===== config.mk =====
export PLATFORM = sky130hd
export DESIGN_NAME = immgen_pipe
export DESIGN_NICKNAME = d
export VERILOG_FILES = /design/src/rtl/immgen_pipe_pkg.sv /design/src/rtl/immgen_pipe_imm_fifo.sv /design/src/rtl/immgen_pipe.sv
export SDC_FILE = /design/constraint.sdc
export NUM_CORES = 1
export LEC_CHECK = 0
export CAP_MARGIN = 40
export CORE_AREA = 2 2 151 153
export DETAILED_ROUTE_END_ITERATION = 7
export DIE_AREA = 0 0 153 155
export PLACE_DENSITY_LB_ADDON = 0.08
export SLEW_MARGIN = 20
export SYNTH_ARGS = -nofsm -noshare
export SYNTH_HDL_FRONTEND = slang
export SYNTH_SLANG_ARGS = --single-unit

===== constraint.sdc =====
create_clock -name clk -period 30.5 [get_ports clk]
set_clock_uncertainty 0.15 [all_clocks]
set_input_delay 6.1 -clock clk [delete_from_list [all_inputs] [get_ports clk]]
set_output_delay 6.1 -clock clk [all_outputs]
set_load 0.05 [all_outputs]

===== src/rtl/immgen_pipe_pkg.sv =====
// Shared constants for the immediate generator pipeline: format select
// codes, base opcodes and the opcode-driven format resolver used by AUTO mode.
package immgen_pipe_pkg;

  // Format select / resolved format codes. I..J keep their historical values;
  // Z, SH and AUTO occupy the three codes that used to be free.
  localparam logic [2:0] IMM_I    = 3'd0;
  localparam logic [2:0] IMM_S    = 3'd1;
  localparam logic [2:0] IMM_B    = 3'd2;
  localparam logic [2:0] IMM_U    = 3'd3;
  localparam logic [2:0] IMM_J    = 3'd4;
  localparam logic [2:0] IMM_Z    = 3'd5;
  localparam logic [2:0] IMM_SH   = 3'd6;
  localparam logic [2:0] IMM_AUTO = 3'd7;

  // Major opcodes (inst[6:0]) that carry an immediate.
  localparam logic [6:0] OP_IMM    = 7'b0010011;
  localparam logic [6:0] OP_IMM32  = 7'b0011011;
  localparam logic [6:0] OP_LOAD   = 7'b0000011;
  localparam logic [6:0] OP_STORE  = 7'b0100011;
  localparam logic [6:0] OP_BRANCH = 7'b1100011;
  localparam logic [6:0] OP_JAL    = 7'b1101111;
  localparam logic [6:0] OP_JALR   = 7'b1100111;
  localparam logic [6:0] OP_LUI    = 7'b0110111;
  localparam logic [6:0] OP_AUIPC  = 7'b0010111;
  localparam logic [6:0] OP_SYSTEM = 7'b1110011;

  // Result of opcode-based format resolution.
  typedef struct packed {
    logic [2:0] fmt;
    logic       illegal;
  } fmt_res_t;

  // funct3 001 (sll*) and 101 (srl*/sra*) are the shift-immediate encodings.
  function automatic logic is_shift_f3(input logic [2:0] funct3);
    return funct3[1:0] == 2'b01;
  endfunction

  // Derive the immediate format from the opcode. Unknown opcodes report
  // illegal with fmt left at I so downstream never sees the AUTO code.
  function automatic fmt_res_t auto_decode(input logic [6:0] opcode,
                                           input logic [2:0] funct3);
    fmt_res_t r;
    r.fmt     = IMM_I;
    r.illegal = 1'b0;
    case (opcode)
      OP_IMM, OP_IMM32: r.fmt = is_shift_f3(funct3) ? IMM_SH : IMM_I;
      OP_LOAD, OP_JALR: r.fmt = IMM_I;
      OP_STORE:         r.fmt = IMM_S;
      OP_BRANCH:        r.fmt = IMM_B;
      OP_LUI, OP_AUIPC: r.fmt = IMM_U;
      OP_JAL:           r.fmt = IMM_J;
      OP_SYSTEM:        r.fmt = funct3[2] ? IMM_Z : IMM_I;
      default:          r.illegal = 1'b1;
    endcase
    return r;
  endfunction

endpackage


===== src/rtl/immgen_pipe_imm_fifo.sv =====
// Generic DEPTH x W in-order buffer with valid/ready on both sides.
// Ready is derived only from the registered occupancy, so there is no
// combinational path from the consumer's ready back to the producer.
// Head data reads as zero while empty. Flush and reset both empty it.
module imm_fifo #(
  parameter int W     = 8,
  parameter int DEPTH = 2
) (
  input  logic         clk,
  input  logic         rst_n,
  input  logic         flush,
  input  logic         in_valid,
  output logic         in_ready,
  input  logic [W-1:0] in_data,
  output logic         out_valid,
  input  logic         out_ready,
  output logic [W-1:0] out_data
);

  localparam int PW = (DEPTH > 1) ? $clog2(DEPTH) : 1;
  localparam int CW = PW + 1;
  localparam logic [CW-1:0] FULL = CW'(DEPTH);

  logic [W-1:0]  mem [DEPTH];
  logic [PW-1:0] wr_ptr;
  logic [PW-1:0] rd_ptr;
  logic [CW-1:0] count;
  logic          push;
  logic          pop;

  assign in_ready  = (count < FULL);
  assign out_valid = (count != '0);
  assign push      = in_valid && in_ready;
  assign pop       = out_valid && out_ready;
  assign out_data  = out_valid ? mem[rd_ptr] : '0;

  // Storage write; a word presented alongside flush is dropped.
  always_ff @(posedge clk) begin
    if (push && !flush) begin
      mem[wr_ptr] <= in_data;
    end
  end

  // Pointers and occupancy; flush overrides any simultaneous push or pop.
  always_ff @(posedge clk) begin
    if (!rst_n || flush) begin
      wr_ptr <= '0;
      rd_ptr <= '0;
      count  <= '0;
    end else begin
      if (push) begin
        wr_ptr <= wr_ptr + PW'(1);
      end
      if (pop) begin
        rd_ptr <= rd_ptr + PW'(1);
      end
      if (push && !pop) begin
        count <= count + CW'(1);
      end else if (pop && !push) begin
        count <= count - CW'(1);
      end
    end
  end

endmodule


===== src/rtl/immgen_pipe.sv =====
// Registered immediate generator. Each accepted instruction word has its
// format resolved (explicit select or opcode-driven AUTO), its immediate
// extracted and extended to XLEN, and the result queued with its tag.
import immgen_pipe_pkg::*;

module immgen_pipe #(
  parameter int XLEN  = 64,
  parameter int DEPTH = 2,
  parameter int TAGW  = 64
) (
  input  logic            clk,
  input  logic            rst_n,
  input  logic            flush,
  input  logic            in_valid,
  output logic            in_ready,
  input  logic [31:0]     in_inst,
  input  logic [2:0]      in_immsel,
  input  logic [TAGW-1:0] in_tag,
  output logic            out_valid,
  input  logic            out_ready,
  output logic [XLEN-1:0] out_imm,
  output logic [2:0]      out_fmt,
  output logic            out_illegal,
  output logic [TAGW-1:0] out_tag
);

  localparam int W = TAGW + 1 + 3 + XLEN;

  logic [6:0]      opcode;
  logic [2:0]      funct3;
  logic            shamt5;
  fmt_res_t        auto_res;

  logic [XLEN-1:0] imm_i;
  logic [XLEN-1:0] imm_s;
  logic [XLEN-1:0] imm_b;
  logic [XLEN-1:0] imm_u;
  logic [XLEN-1:0] imm_j;
  logic [XLEN-1:0] imm_z;
  logic [XLEN-1:0] imm_sh;

  logic [2:0]      res_fmt;
  logic            res_illegal;
  logic [XLEN-1:0] res_imm;

  logic [W-1:0]    push_data;
  logic [W-1:0]    head_data;

  assign opcode   = in_inst[6:0];
  assign funct3   = in_inst[14:12];
  assign auto_res = auto_decode(opcode, funct3);

  // W-ops only ever shift by up to 31, as does everything on a 32-bit core.
  assign shamt5 = (XLEN == 32) || (opcode == OP_IMM32);

  assign imm_i  = XLEN'($signed(in_inst[31:20]));
  assign imm_s  = XLEN'($signed({in_inst[31:25], in_inst[11:7]}));
  assign imm_b  = XLEN'($signed({in_inst[31], in_inst[7], in_inst[30:25],
                                 in_inst[11:8], 1'b0}));
  assign imm_u  = XLEN'($signed({in_inst[31:12], 12'b0}));
  assign imm_j  = XLEN'($signed({in_inst[31], in_inst[19:12], in_inst[20],
                                 in_inst[30:21], 1'b0}));
  assign imm_z  = XLEN'(in_inst[19:15]);
  assign imm_sh = shamt5 ? XLEN'(in_inst[24:20]) : XLEN'(in_inst[25:20]);

  // Resolve the format, pick the matching immediate, zero it when illegal.
  always_comb begin
    res_fmt     = IMM_I;
    res_illegal = 1'b0;
    res_imm     = '0;

    if (in_immsel == IMM_AUTO) begin
      res_fmt     = auto_res.fmt;
      res_illegal = auto_res.illegal;
    end else begin
      res_fmt = in_immsel;
    end

    case (res_fmt)
      IMM_I:  res_imm = imm_i;
      IMM_S:  res_imm = imm_s;
      IMM_B:  res_imm = imm_b;
      IMM_U:  res_imm = imm_u;
      IMM_J:  res_imm = imm_j;
      IMM_Z:  res_imm = imm_z;
      IMM_SH: begin
        res_imm = imm_sh;
        if (shamt5 && in_inst[25]) begin
          res_illegal = 1'b1;
        end
      end
      default: begin
        res_fmt     = IMM_I;
        res_illegal = 1'b1;
      end
    endcase

    if (res_illegal) begin
      res_imm = '0;
    end
  end

  assign push_data = {in_tag, res_illegal, res_fmt, res_imm};

  imm_fifo #(
    .W     (W),
    .DEPTH (DEPTH)
  ) u_fifo (
    .clk       (clk),
    .rst_n     (rst_n),
    .flush     (flush),
    .in_valid  (in_valid),
    .in_ready  (in_ready),
    .in_data   (push_data),
    .out_valid (out_valid),
    .out_ready (out_ready),
    .out_data  (head_data)
  );

  assign {out_tag, out_illegal, out_fmt, out_imm} = head_data;

endmodule


# Yosys cells after proc, flatten, opt, wreduce, memory -nomap -nowiden
# Memory sizes are Yosys's and may differ from the RTL's. A register that Yosys moved wholly into a read port is not among the register bits.
# Cells that the tools add are included.
[totals]
reg_bits = 4
mem_bits_rw = 264
input_bits = 104
out_inout_bits = 134
elab_cells = 65
mem_count = 1
[classes]
addsub = 4
magnitude_cmp = 1
eq_ne = 18
n_mux = 19
n_reduce_logical = 19
[memory_table]
columns = ["memory", "words", "word_bits", "read_ports", "rd_ports_with_merged_regs", "wr", "line_no", "text"]
rows = [
  ["u_fifo.mem", 2, 132, 1, 1, 1, "immgen_pipe_imm_fifo.sv:24", "logic [W-1:0] mem [DEPTH];"],
]
[op_table]
columns = ["op", "count"]
rows = [
  ["$pmux 64 s7", 1],
  ["$mux 132", 1],
  ["$mux 64", 1],
  ["$eq 7x7->1 const B", 4],
  ["$eq 7x5->1 const B", 3],
  ["$pmux 3 s6", 1],
  ["$eq 7x6->1 const B", 2],
  ["$eq 3x3->1 const B", 4],
  ["$mux 3", 4],
  ["$reduce_or 10->1", 1],
  ["$eq 7x2->1 const B", 1],
  ["$mux 1", 7],
  ["$reduce_or 7->1", 1],
  ["$eq 3x2->1 const B", 2],
  ["$logic_and 1x1->1", 6],
  ["$mux 6", 1],
  ["$reduce_or 6->1", 1],
  ["$logic_not 1->1", 4],
  ["$mux 2", 2],
  ["$reduce_bool 2->1", 2],
  ["$reduce_or 2->1", 2],
  ["$eq 3x1->1 const B", 1],
  ["$logic_not 3->1", 1],
  ["$add 1x1->1 const B", 2],
  ["6 further kinds", 6],
]

# Longest topological paths before layout
[depth]
word_depth = 8
depth_mapped = 10
depth_no_buf = 7

# Modules after synthesis
# A second synthesis with hierarchy kept.
[unflattened]
cells_unflattened = 697
hier_area_um2 = 10994.3
[by_module_without_submodules]
columns = ["mod", "instances", "cells_each", "area_per_inst_um2", "seq_area_each_um2"]
rows = [
  ["imm_fifo", 1, 583, 10221.1, 8027.7],
  ["immgen_pipe", 1, 114, 773.2, 0.0],
]

# Worst setup path after synthesis
# No wires, ideal clock.
[synth_timing]
path_kind = "input to register"
startpoint = "input in_valid"
endpoint = "memory u_fifo.mem[0][0] in the netlist's numbering, enable pin"
setup_ps = 701
t_arrival_ps = 13630
required_time_ps = 29649
path_slack_ps = 16018
path_stages = 2
path_buffers = 0
cell_sequence = "nor2b_1 nor3b_1"
[synth_between]
elab_chain_cells = 4
[synth_lines]
columns = ["item", "line_no", "text"]
rows = [
  ["from (decl)", "immgen_pipe.sv:14", "input logic in_valid,"],
  ["$logic_and 1x1->1", "immgen_pipe_imm_fifo.sv:33", "assign push = in_valid && in_ready;"],
  ["$logic_and 1x1->1", "immgen_pipe_imm_fifo.sv:39", "if (push && !flush) begin"],
  ["$mux 1", "immgen_pipe_imm_fifo.sv:39", ""],
  ["$mux 1 (implied by the code)", "immgen_pipe_imm_fifo.sv:40", "mem[wr_ptr] <= in_data;"],
  ["to (decl)", "immgen_pipe_imm_fifo.sv:24", ""],
]
# No other way between the ends.

==> results.tsv <==
stage	metric	value	unit
run_status	status	finished, final reports clean	
sta	Slew HR	0.445	
finish	Post-layout nets	914	
finish	share of cells above drive strength 1	0.0767	
sta	Slew Limit Fails	0	
critical_path	CP max stage cell	dfxtp_4	
drt	post-DR vias/cell	4.91	
synthesis	Synth Area per Inst	14.7	um^2
drt	Post-route DRC	0	
pwr	Logic pwr share	0.201	
synthesis	syn nets	702	
drt	final wirelength	19800	um
sta	RSZ-0062 raised after global routing	false	
die	initial core utilization	0.394	
flow_run	Max Cap Violations	0	
clocking	cts repair resizes	0	
global_routing	number of global-route vias before repair	5554	
synthesis	Primary FF master, synth	edfxtp_1	
synthesis	number of synthesized register bits	205	
die	die area	23700	um^2
finish	total inserted antenna cells	0	
global_routing	GRT Total Usage	0.160	
clocking	clock sink count	205	
clocking	worst skew pair latency	490	ps
hold_path	min-delay src	u_fifo.rd_ptr	
global_routing	total global routing overflow	0	
pwr	peak supply drop	0.0000291	V
pwr	Power Internal	520	uW
placement	dpl hpwl	12900	um
critical_path	Critical R2R Capture	u_fifo.mem[0][17]	
clocking	clk buf depth	3	
finish	commonest non-fill, non-tap cells in the layout	clkdlybuf4s50_1 (237), edfxtp_1 (200), nor2_1 (112), mux2i_1 (105), clkbuf_16 (23)	
synthesis	ys async rst share	0	
drt	DR WL/cell	17.9	um
drt	First-pass DRT Iterations	6	
critical_path	R2R setup slack	27790	ps
critical_path	data arrival time of the worst path	3390	ps
sta	Fin. Hold Viols	0	
hold_path	Hold Path Sink	u_fifo.rd_ptr	
drt	Routed Antenna Nets	0	
critical_path	crit path launch type	flop	
global_routing	pin count of the biggest net entering global routing	58	
pwr	Clock Power Share	0.345	
sta	Final min period	9640	ps
critical_path	critical path peak fanout	45	
die	# IOs	238	
pwr	Psw	199	uW
finish	Non-Filler Instances	1106	
critical_path	WS Path Type	reg2out	
synthesis	Post-synth EDFFs	200	
critical_path	R2R cell count	4	
placement	Final GP Congestion	0.808	
pwr	Reg power frac	0.454	
clocking	postcts setup bufs	0	
finish	Layout area overhead	36.5	%
drt	Vias	5429	
synthesis	Mapped Cells	597	
pwr	PD cells	60.2	nW/um^2
sta	crit share post-route	0.316	
die	row cnt	55	
sta	Worst Hold Slack	365	ps
critical_path	sum of buffers and inverters on the critical path	3	
sta	Worst-Margin Slew	832	ps
hold_path	hold-critical path depth	2	
finish	commonest non-fill, non-tap cell in the layout	clkdlybuf4s50_1	
critical_path	WP data required	24250	ps
placement	placed instance count	1066	
synthesis	Yosys cell types	52	
sta	Total Neg Setup Slack	0	ps
sta	Max Freq	104	MHz
clocking	htree depth	1	
global_routing	global-route wire length before repair	30200	um
sta	final setup vio count	0	
clocking	Clk pin slew, worst setup/hold paths	50	ps
die	Core ar.	22200	um^2
clocking	clock root buffer	clkbuf_16	
pwr	Net Sw Frac	0.277	
clocking	clock buffer count from CTS	23	
critical_path	CP top delay family	buffers and inverters	
critical_path	worst path cell trace	buf_4, buf_16, mux2i_1, nor2_1, clkdlybuf4s50_1	
drt	DRC marker count from the first detailed-route iteration	295	
placement	IO Port Bufs	237	
global_routing	antenna violations before repair	0	
hold_path	Worst Hold Class	reg2reg	
synthesis	Seq/Total Area, Yosys	0.698	
critical_path	CP Capture Type	output pin	
die	Die H	155	um
critical_path	CP peak stage delay	890	ps
clocking	TritonCTS clock tree	done	
die	Die X	153	um
synthesis	Yosys warnings	0	
finish	FILL cells	1870	
finish	Final Util	0.537	
clocking	Hold Buf Count CTS	0	
synthesis	cell area after synthesis	8750	um^2
pwr	P_leak	3.92	nW
critical_path	worst r2r src	u_fifo.count[1]	
[how the worst max path moves through the flow]
| stage | from | end | slack [ps] | cells after the start |
|---|---|---|---|---|
| final | flop | out_imm[20] | 20860 | 5 |
| after detailed placement | in_immsel[2] | u_fifo.mem[0][27] | 20900 | 8 |
| after global routing | flop | out_imm[28] | 20720 | 5 |
| after floorplan | in_valid | u_fifo.mem[0][0] | 16020 | 2 |
| after CTS | flop | out_imm[20] | 20810 | 5 |
| after global placement | in_inst[2] | u_fifo.mem[0][19] | 21050 | 7 |
[registers in the layout (all words and copies together) (netlist names), named ones only]
signal and flops:
u_fifo.mem 200, u_fifo.count 2, u_fifo.rd_ptr 1, u_fifo.wr_ptr 1
[power groups by stage]
stage / registers [mW] / logic, mW / clock network [mW]
2_1_floorplan: 0.332 / 0.0944 / 0
3_3_place_gp: 0.332 / 0.142 / 0
3_5_place_dp: 0.332 / 0.146 / 0
4_1_cts: 0.327 / 0.146 / 0.256
5_1_grt: 0.327 / 0.153 / 0.267
6_report: 0.326 / 0.145 / 0.248
[through the flow]
step | setup slack (ps) | power [mW] | instance area [um^2]
final | 20860 | 0.719 | 11900
after global routing | 20720 | 0.747 | 11900
after CTS | 20810 | 0.729 | 11900
after detailed placement | 20900 | 0.478 | 11200
after global placement | 21050 | 0.474 | 11200
after floorplan | 16020 | 0.427 | 8750
[routing by layer]
layer | track usage | part of all wire | up-vias
met1 | 0.201 | 0.42 | 2623
met5 | 0 | 0 | -
met2 | 0.284 | 0.51 | 186
li1 | - | - | 2597
met3 | 0.0326 | 0.058 | 23
met4 | 0.0423 | 0.014 | 0
[cell families after synthesis]
| logic type | after synthesis | share of synthesized area |
|---|---|---|
| flops | 205 | 0.698 |
| mux | 105 | 0.120 |
| simple gates | 163 | 0.0858 |
| compound gates | 50 | 0.0439 |
| buf+inv | 67 | 0.0449 |
| xor+xnor | 5 | 0.00500 |
| fa+ha+maj | 2 | 0.00272 |
[area by class of cell]
type / count / area, um^2 / share of cell area
inverters: 6 / 22.5 / 0.00189
multi-input cells: 325 / 2270 / 0.190
well taps: 285 / 357 / 0.0299
clock buffers: 29 / 598 / 0.0501
flip-flops and latches: 205 / 6110 / 0.512
repair buffers: 248 / 2520 / 0.211
clock inverters: 8 / 66.3 / 0.00555
[worst min-delay path: cells and delay by family (launching register included)]
family / cells / cell delay, ps
and+or+nand+nor: 1 / 80
DFF: 1 / 320
xor gates and xnor gates: 1 / 80
[cells in the mapped netlist (all sizes together), types with 3 or more instances]
| library cell | number | area [um^2] |
|---|---|---|
| nor3b | 3 | 27.5 |
| o31ai | 3 | 55.1 |
| mux2i | 105 | 1050 |
| a21o | 12 | 90.1 |
| buf | 40 | 292 |
| clkbuf | 21 | 78.8 |
| nand2b | 3 | 18.8 |
| o21ai | 10 | 50.1 |
| and2 | 5 | 31.3 |
| edfxtp | 200 | 6010 |
| inv | 6 | 22.5 |
| nand3 | 3 | 15.0 |
| dfxtp | 5 | 100 |
| nor2 | 115 | 432 |
| o221a | 4 | 45.0 |
| nand4 | 5 | 31.3 |
| a21oi | 12 | 63.8 |
| nand2 | 14 | 52.6 |
| xor2 | 4 | 35.0 |
No activity file was read; power rests on OpenSTA's default activity.
